==> src/rtl/load_store_unit_pkg.sv <==
// load_store_unit_pkg: shared width and FSM state types for the load/store unit
package load_store_unit_pkg;
  typedef enum logic [1:0] {BITS8 = 2'b00, BITS16 = 2'b01, BITS32 = 2'b10} MemWidth;
  typedef enum logic [1:0] {IDLE, XFER, DONE} LsuState;
endpackage

==> src/rtl/load_store_unit_load_extender.sv <==
// load_extender: sign/zero extends an assembled load word to 32 bits
import load_store_unit_pkg::*;
module load_extender (
  input  logic [31:0] acc,
  input  logic [1:0]  width,
  input  logic        is_unsigned,
  output logic [31:0] result
);
  logic sign;
  assign sign = ~is_unsigned & (width == BITS8 ? acc[7] : acc[15]);
  assign result = width == BITS8 ? {{24{sign}}, acc[7:0]} :
                  width == BITS16 ? {{16{sign}}, acc[15:0]} : acc;
endmodule

==> src/rtl/load_store_unit.sv <==
// load_store_unit: byte-serial RISC-V load/store engine; define LSU_MISALIGN_CHECK_EN to reject misaligned half/word
import load_store_unit_pkg::*;
module load_store_unit #(
  parameter int ADDR_W = 32
) (
  input  logic              clk,
  input  logic              rst_n,
  input  logic              req,
  input  logic              write,
  input  logic [1:0]        width,
  input  logic              is_unsigned,
  input  logic [ADDR_W-1:0] addr,
  input  logic [31:0]       wdata,
  output logic              busy,
  output logic              done,
  output logic [31:0]       rdata,
  output logic              err,
  output logic [ADDR_W-1:0] mem_addr,
  output logic              mem_we,
  output logic [7:0]        mem_wdata,
  input  logic [7:0]        mem_rdata
);
  LsuState           state;
  logic [1:0]        idx, last, width_q;
  logic [ADDR_W-1:0] addr_q;
  logic [31:0]       wdata_q, acc, acc_nx, ext;
  logic              write_q, uns_q, accept, bad;
  assign accept = req & (state == IDLE | state == DONE);
`ifdef LSU_MISALIGN_CHECK_EN
  assign bad = width == 2'b11 | (width == BITS16 & addr[0]) | (width == BITS32 & addr[1:0] != 2'b00);
`else
  assign bad = width == 2'b11;
`endif
  assign last = width_q == BITS8 ? 2'd0 : width_q == BITS16 ? 2'd1 : 2'd3;
  assign busy = state == XFER;
  assign mem_we = busy & write_q;
  assign mem_addr = busy ? addr_q + ADDR_W'(idx) : '0;
  assign mem_wdata = busy ? 8'(wdata_q >> {idx, 3'b000}) : '0;
  // merge the byte currently on the bus so the final edge sees the complete word
  always_comb begin
    acc_nx = acc;
    acc_nx[{idx, 3'b000} +: 8] = mem_rdata;
  end
  load_extender u_ext (.acc(acc_nx), .width(width_q), .is_unsigned(uns_q), .result(ext));
  // request latch, byte sequencing and completion flags
  always_ff @(posedge clk or negedge rst_n) begin
    if (!rst_n) begin
      state <= IDLE;
      idx <= '0;
      addr_q <= '0;
      wdata_q <= '0;
      write_q <= 1'b0;
      width_q <= '0;
      uns_q <= 1'b0;
      acc <= '0;
      rdata <= '0;
      done <= 1'b0;
      err <= 1'b0;
    end else if (accept) begin
      addr_q <= addr;
      wdata_q <= wdata;
      write_q <= write;
      width_q <= width;
      uns_q <= is_unsigned;
      idx <= '0;
      state <= bad ? DONE : XFER;
      done <= bad;
      err <= bad;
    end else if (state == XFER) begin
      if (!write_q) acc <= acc_nx;
      if (idx == last) begin
        state <= DONE;
        done <= 1'b1;
        err <= 1'b0;
        if (!write_q) rdata <= ext;
      end else begin
        idx <= idx + 2'd1;
      end
    end else if (state == DONE) begin
      state <= IDLE;
      done <= 1'b0;
      err <= 1'b0;
    end
  end
endmodule

==> config.mk <==
export PLATFORM = sky130hd
export DESIGN_NAME = load_store_unit
export DESIGN_NICKNAME = d
export VERILOG_FILES = /design/src/rtl/load_store_unit_pkg.sv /design/src/rtl/load_store_unit_load_extender.sv /design/src/rtl/load_store_unit.sv
export SDC_FILE = /design/constraint.sdc
export NUM_CORES = 1
export LEC_CHECK = 0
export CORE_ASPECT_RATIO = 0.9
export CORE_MARGIN = 2
export CORE_UTILIZATION = 25
export CTS_BUF_LIST = sky130_fd_sc_hd__clkbuf_2
export DETAILED_ROUTE_END_ITERATION = 8
export PLACE_DENSITY = 0.55
export SYNTH_ARGS = -nofsm -noshare
export SYNTH_HDL_FRONTEND = slang
export SYNTH_HIERARCHICAL = 1
export SYNTH_SLANG_ARGS = --single-unit
==> constraint.sdc <==
create_clock -name clk -period 3.8 [get_ports clk]
set_input_delay 0.38 -clock clk [delete_from_list [all_inputs] [get_ports clk]]
set_output_delay 0.38 -clock clk [all_outputs]
set_load 0.03 [all_outputs]
Word level (Yosys, flattened, before mapping)
Cells that the tools add are included.
- flip-flop bits (word level): 138
- bits of input ports: 79
- output and inout port bits: 76
- logic and storage cells: 62
- add/subtract/negate cells: 3
- eq/ne operators: 7
- shift-type cells: 3
- multiplexer cells: 23
- bitwise gates (word level): 7
- reduce and logical (&&, ||, !) cells: 8
- operator list (kind ; count):
    32-bit 2-to-1 mux ; 3
    32-bit by 2-bit adder with 32-bit output ; 1
    32-bit bitwise mux ; 1
    8-bit by 7-bit variable shift with 32-bit output, first input constant ; 1
    8-bit by 7-bit variable part select with 32-bit output ; 1
    32-bit by 5-bit right shift with 8-bit output ; 1
    2-bit 2-to-1 mux ; 10
    1-bit 2-to-1 mux ; 8
    8-bit 2-to-1 mux ; 1
    5-bit negator with 7-bit output ; 1
    2-bit by 1-bit == test with 1-bit output, second input constant ; 2
    2-bit == test, second input constant ; 2
    2-bit zero test ; 2
    2-bit AND reduction ; 2
    4-bit AND reduction ; 1
    1-bit AND ; 3
    3-bit by 1-bit != test with 1-bit output, second input constant ; 1
    1-bit inverter ; 3
    3-bit AND reduction ; 1
    3-bit nonzero test ; 1
    2-bit by 1-bit adder with 2-bit output, second input constant ; 1
    2-bit == test ; 1
    2-bit != test, second input constant ; 1
    2-bit nonzero test ; 1
    1-bit OR ; 1

Logic depth before layout (Yosys ltp)
- depth after elaboration: 7
- mapped depth: 11
- depth with buffers taken out: 9

By module
Netlist, hierarchy kept.
- by module, submodules not included (module ; instances ; cells an instance ; area each (µm²) ; seq. area each (µm²)):
    load_store_unit ; 1 ; 575 ; 6671.4 ; 3428.3
    load_extender ; 1 ; 67 ; 356.6 ; 0.0

Worst setup path before layout
Ideal clock, no wire load.
- path type: reg-to-output
- from: reg idx[1]
- to: out mem_addr[31]
- arrival: 2.339 ns
- required time: 3.420 ns
- slack: 1.081 ns
- cell stages (with the launch flop): 8
- buffers on the path: 1
- cell sequence: dfrtp_1 > ha_1 > a21o_2 > and4_1 > clkbuf_1 > nand2_1 > or3_1 > a21oi_1
- word-level cells in the longest chain between the ends: 2
- RTL lines (what ; RTL line ; source):
    start, declared ; load_store_unit.sv:24 ; logic [1:0] idx, last, width_q;
    start signal, assigned ; load_store_unit.sv:77 ; idx <= idx + 2'd1;
    32-bit by 2-bit adder with 32-bit output ; load_store_unit.sv:37 ; assign mem_addr = busy ? addr_q + ADDR_W'(idx) : '0;
    32-bit 2-to-1 mux ; load_store_unit.sv:37 ;
    end, declared ; load_store_unit.sv:18 ; output logic [ADDR_W-1:0] mem_addr,
Every way passes these cells.

Worst setup path after layout
- from: reg idx[1]
- to: out mem_addr[13]
The elaborated chain is that of the path after synthesis.

==> impl_metrics.py <==
metrics = {
    "final_layout": {
        "design_area_mm2": 0.00923,
        "area_growth_pct": 31.4,
        "instances_no_fill": 1169,
        "fill_cells": 2877,
        "layout.nets": 880,
        "layout-drive-gt1-share_pct": 24.6,
    },
    "placed_design": {
        "port_buffers": 154,
        "dpl-instance-area_mm2": 0.00893,
        "gp_congestion": 0.807,
        "hpwl_um": 13200,
        "dp_cells": 1133,
    },
    "die": {
        "start_util_pct": 25.3,
        "die_w_um": 181,
        "die-area_mm2": 0.0295,
        "die_h_um": 163,
        "core_mm2": 0.0278,
        "ios": 155,
        "num_rows": 58,
    },
    "min_path": {
        "hp-class": "in2reg",
    },
    "setup_path": {
        "path_buf_inv": 2,
        "worst_setup_path_end_kind": "output port",
        "required_ns": 3.42,
        "cpPeakStageDelay_ns": 0.68,
        "worstPathArrival_ns": 3.15,
        "cp_max_fo": 8,
        "cpLargestDelayFamily": "buffers and inverters",
        "crit_path_cell_trace": "ha_1, a21o_2, and4_2, buf_4, nand4_1, xor2_1, nor2_1, clkdlybuf4s50_1",
        "cp_slowest_cell": "clkdlybuf4s50_1",
        "worst-setup-path-type": "reg2out",
        "startpoint_type": "flip-flop",
    },
    "sta": {
        "slew_violations": 0,
        "fin_hold_ws_ns": 0.188,
        "finalHoldViolations": 0,
        "finalCriticalPeriod_ns": 3.53,
        "fin_tns_setup_ns": 0,
        "fin_skew_ns": 0.0548,
        "tightest_slew_ns": 0.972,
        "clock.fmax_ghz": 0.284,
        "rsz0062_at_grt": "false",
        "relSlewSlack_pct": 35.2,
        "finalCritPeriodShare_pct": 92.8,
        "setup_viol": 0,
    },
    "cts": {
        "root_buffer": "clkbuf_2",
        "cts.sink_count": 137,
        "clock_latency_ns": 0.74,
        "cts.path.max_buffers": 2,
        "path_clk_slew_ns": 0.24,
        "numCtsBuffers": 17,
        "post_cts_buffers": 0,
        "cts_tree": "done",
        "cts.htree.levels": 4,
    },
    "routing": {
        "vias_per_cell": 4.42,
        "dr.pass1.iters": 4,
        "drc": 0,
        "drtAntennaViolNets": 0,
        "num_vias": 5172,
        "drt-initial-drc-count": 164,
        "routed_wl_um": 18700,
        "wire_per_inst_um": 16.0,
    },
    "grt": {
        "grt_pass1_wl_um": 30100,
        "grtUsageTotal_pct": 12.9,
        "grt_overflow": 0,
        "grt_max_degree": 92,
        "grt_pass1_vias": 5446,
        "antenna_found_initial": 3,
    },
    "power_and_ir_drop": {
        "powerDensity_mw_per_mm2": 759,
        "finalPower_mw": 7.01,
        "ir_drop_v": 0.000371,
        "power_leakage_nw": 3.93,
    },
    "synth": {
        "seq_area_frac_synth_pct": 48.8,
        "synth_warnings": 6,
        "synth-edff-count": 0,
        "synth.distinct_cells": 46,
        "syn_area_mm2": 0.00703,
        "synth-seq-cells": 137,
        "syn-instance-count": 642,
        "synth_nets": 729,
        "async_flop_share_pct": 100,
        "synth_ff_type": "dfrtp_1",
        "synth_area_per_cell_um2": 10.9,
    },
    "status": {
        "status": "completed",
    },
    "flow_run": {
        "cap_violations": 0,
    },
}
==> timing repair <==
action                     in CTS  in global routing
hold endpoints to repair       88                  0
gates resized for setup         4                 10
setup endpoints to repair       6                  8
hold buffers                    1                  0
pin swaps                       0                  1
==> Yosys cell counts, types with 2 or more instances <==
master	n	share of area, %
nor4bb_1	2	0.28
mux4_2	8	2.6
mux2_1	2	0.32
mux2_2	118	19
o31ai_1	3	0.32
nand3_1	9	0.64
dfrtp_1	137	49
o21ai_0	70	5.0
or3_1	2	0.18
nor2_1	34	1.8
buf_4	11	1.2
inv_1	39	2.1
nand2_1	84	4.5
xor2_1	17	2.1
xnor2_1	11	1.4
and2_1	12	1.1
and4_1	2	0.25
buf_6	3	0.48
nor4_1	3	0.27
clkbuf_1	21	1.1
nor3_1	3	0.21
buf_2	5	0.36
nand4_2	2	0.36
ha_1	7	1.2
a21oi_1	3	0.21
nand4_1	9	0.80
and3_1	6	0.53
==> path summary, 6_finish.rpt <==
kind / start / endpoint / slack, ns / depth (start not counted)
worst max-delay path: idx[1] / mem_addr[13] / 0.27 / 8
worst min-delay path: addr[23] / addr_q[23] / 0.19 / 3
worst max register to register: idx[0] / rdata[15] / 0.84 / 10
worst min register to register: err / err / 0.52 / 1
max in group asynchronous: rst_n / wdata_q[8] / 2.68 / 3
min in group asynchronous: rst_n / acc[20] / 0.29 / 2
==> layer usage <==
metal	track usage (%)	vias to the layer above	routed length [um]
met2	19.5	121	8290
met4	3.96	2	352
met5	0	-	11
met1	16.7	2517	8490
met3	5.60	24	1510
li1	-	2508	-
==> area by class of cell <==
type	instances	area [um2]	area share, %
flip-flops and latches	137	3430	37.1
multi-input cells	426	3260	35.3
repair buffers	172	1680	18.2
well taps	360	450	4.88
clock inverters	15	175	1.90
inverters	39	146	1.59
clock buffers	17	85.1	0.922
diodes	3	7.51	0.0813
==> sequential cells by signal (all words and copies together), names as in the netlist <==
register and flops:
uns_q 1, wdata_q 32, done 1, err 1
rdata 32, acc 32, idx 2, write_q 1
addr_q 32, state 1, width_q 2
==> through the flow <==
stage	worst slack, ns	util, %
6_report	0.274	33.2
5_1_grt	0.0164	33.2
4_1_cts	0.0321	33.1
3_5_place_dp	0.738	32.1
3_3_place_gp	0.761	32.1
2_1_floorplan	1.08	-
==> cells by family (layout without fill, tap and decap cells) <==
logic type | count (synthesis) | count (layout) | synth area share (%)
and+or+nand+nor | 181 | 181 | 13.0
DFF | 137 | 137 | 48.8
muxes | 129 | 129 | 22.0
AOI/OAI and AO/OA | 80 | 80 | 5.95
buffers and inverters | 79 | 243 | 5.22
xor gates and xnor gates | 28 | 28 | 3.49
adders and majority gates | 8 | 8 | 1.53
other | 0 | 3 | 0
==> power by group <==
part	internal, mW	switching [mW]	total (mW)
logic	1.60	1.86	3.46
clock network	0.332	0.657	0.988
registers	2.05	0.514	2.56
==> tightest hold or removal path, delay by kind of cell <==
| kind | cells | cell delay (ns) |
|---|---|---|
| AOI/OAI and AO/OA | 1 | 0.06 |
| buffers and inverters | 1 | 0.40 |
| and+or+nand+nor | 1 | 0.05 |
==> layout by cell type (no fill, tap or decap), drive strengths merged, types with 2 or more instances in the layout <==
| master | count |
|---|---|
| and4 | 2 |
| diode | 3 |
| o31ai | 3 |
| clkdlybuf4s50 | 136 |
| xor2 | 17 |
| o21ai | 71 |
| bufinv | 2 |
| and2 | 12 |
| mux2 | 120 |
| dlymetal6s2s | 7 |
| ha | 7 |
| nand2 | 84 |
| xnor2 | 11 |
| nor3 | 5 |
| nor4 | 5 |
| inv | 50 |
| or3 | 2 |
| buf | 25 |
| mux4 | 8 |
| nor2 | 34 |
| nor4bb | 2 |
| dfrtp | 137 |
| nand4 | 12 |
| a21oi | 3 |
| dlygate4sd2 | 2 |
| nand3 | 9 |
| and3 | 7 |
| clkbuf | 17 |
Power figures use the tool's default switching activity.
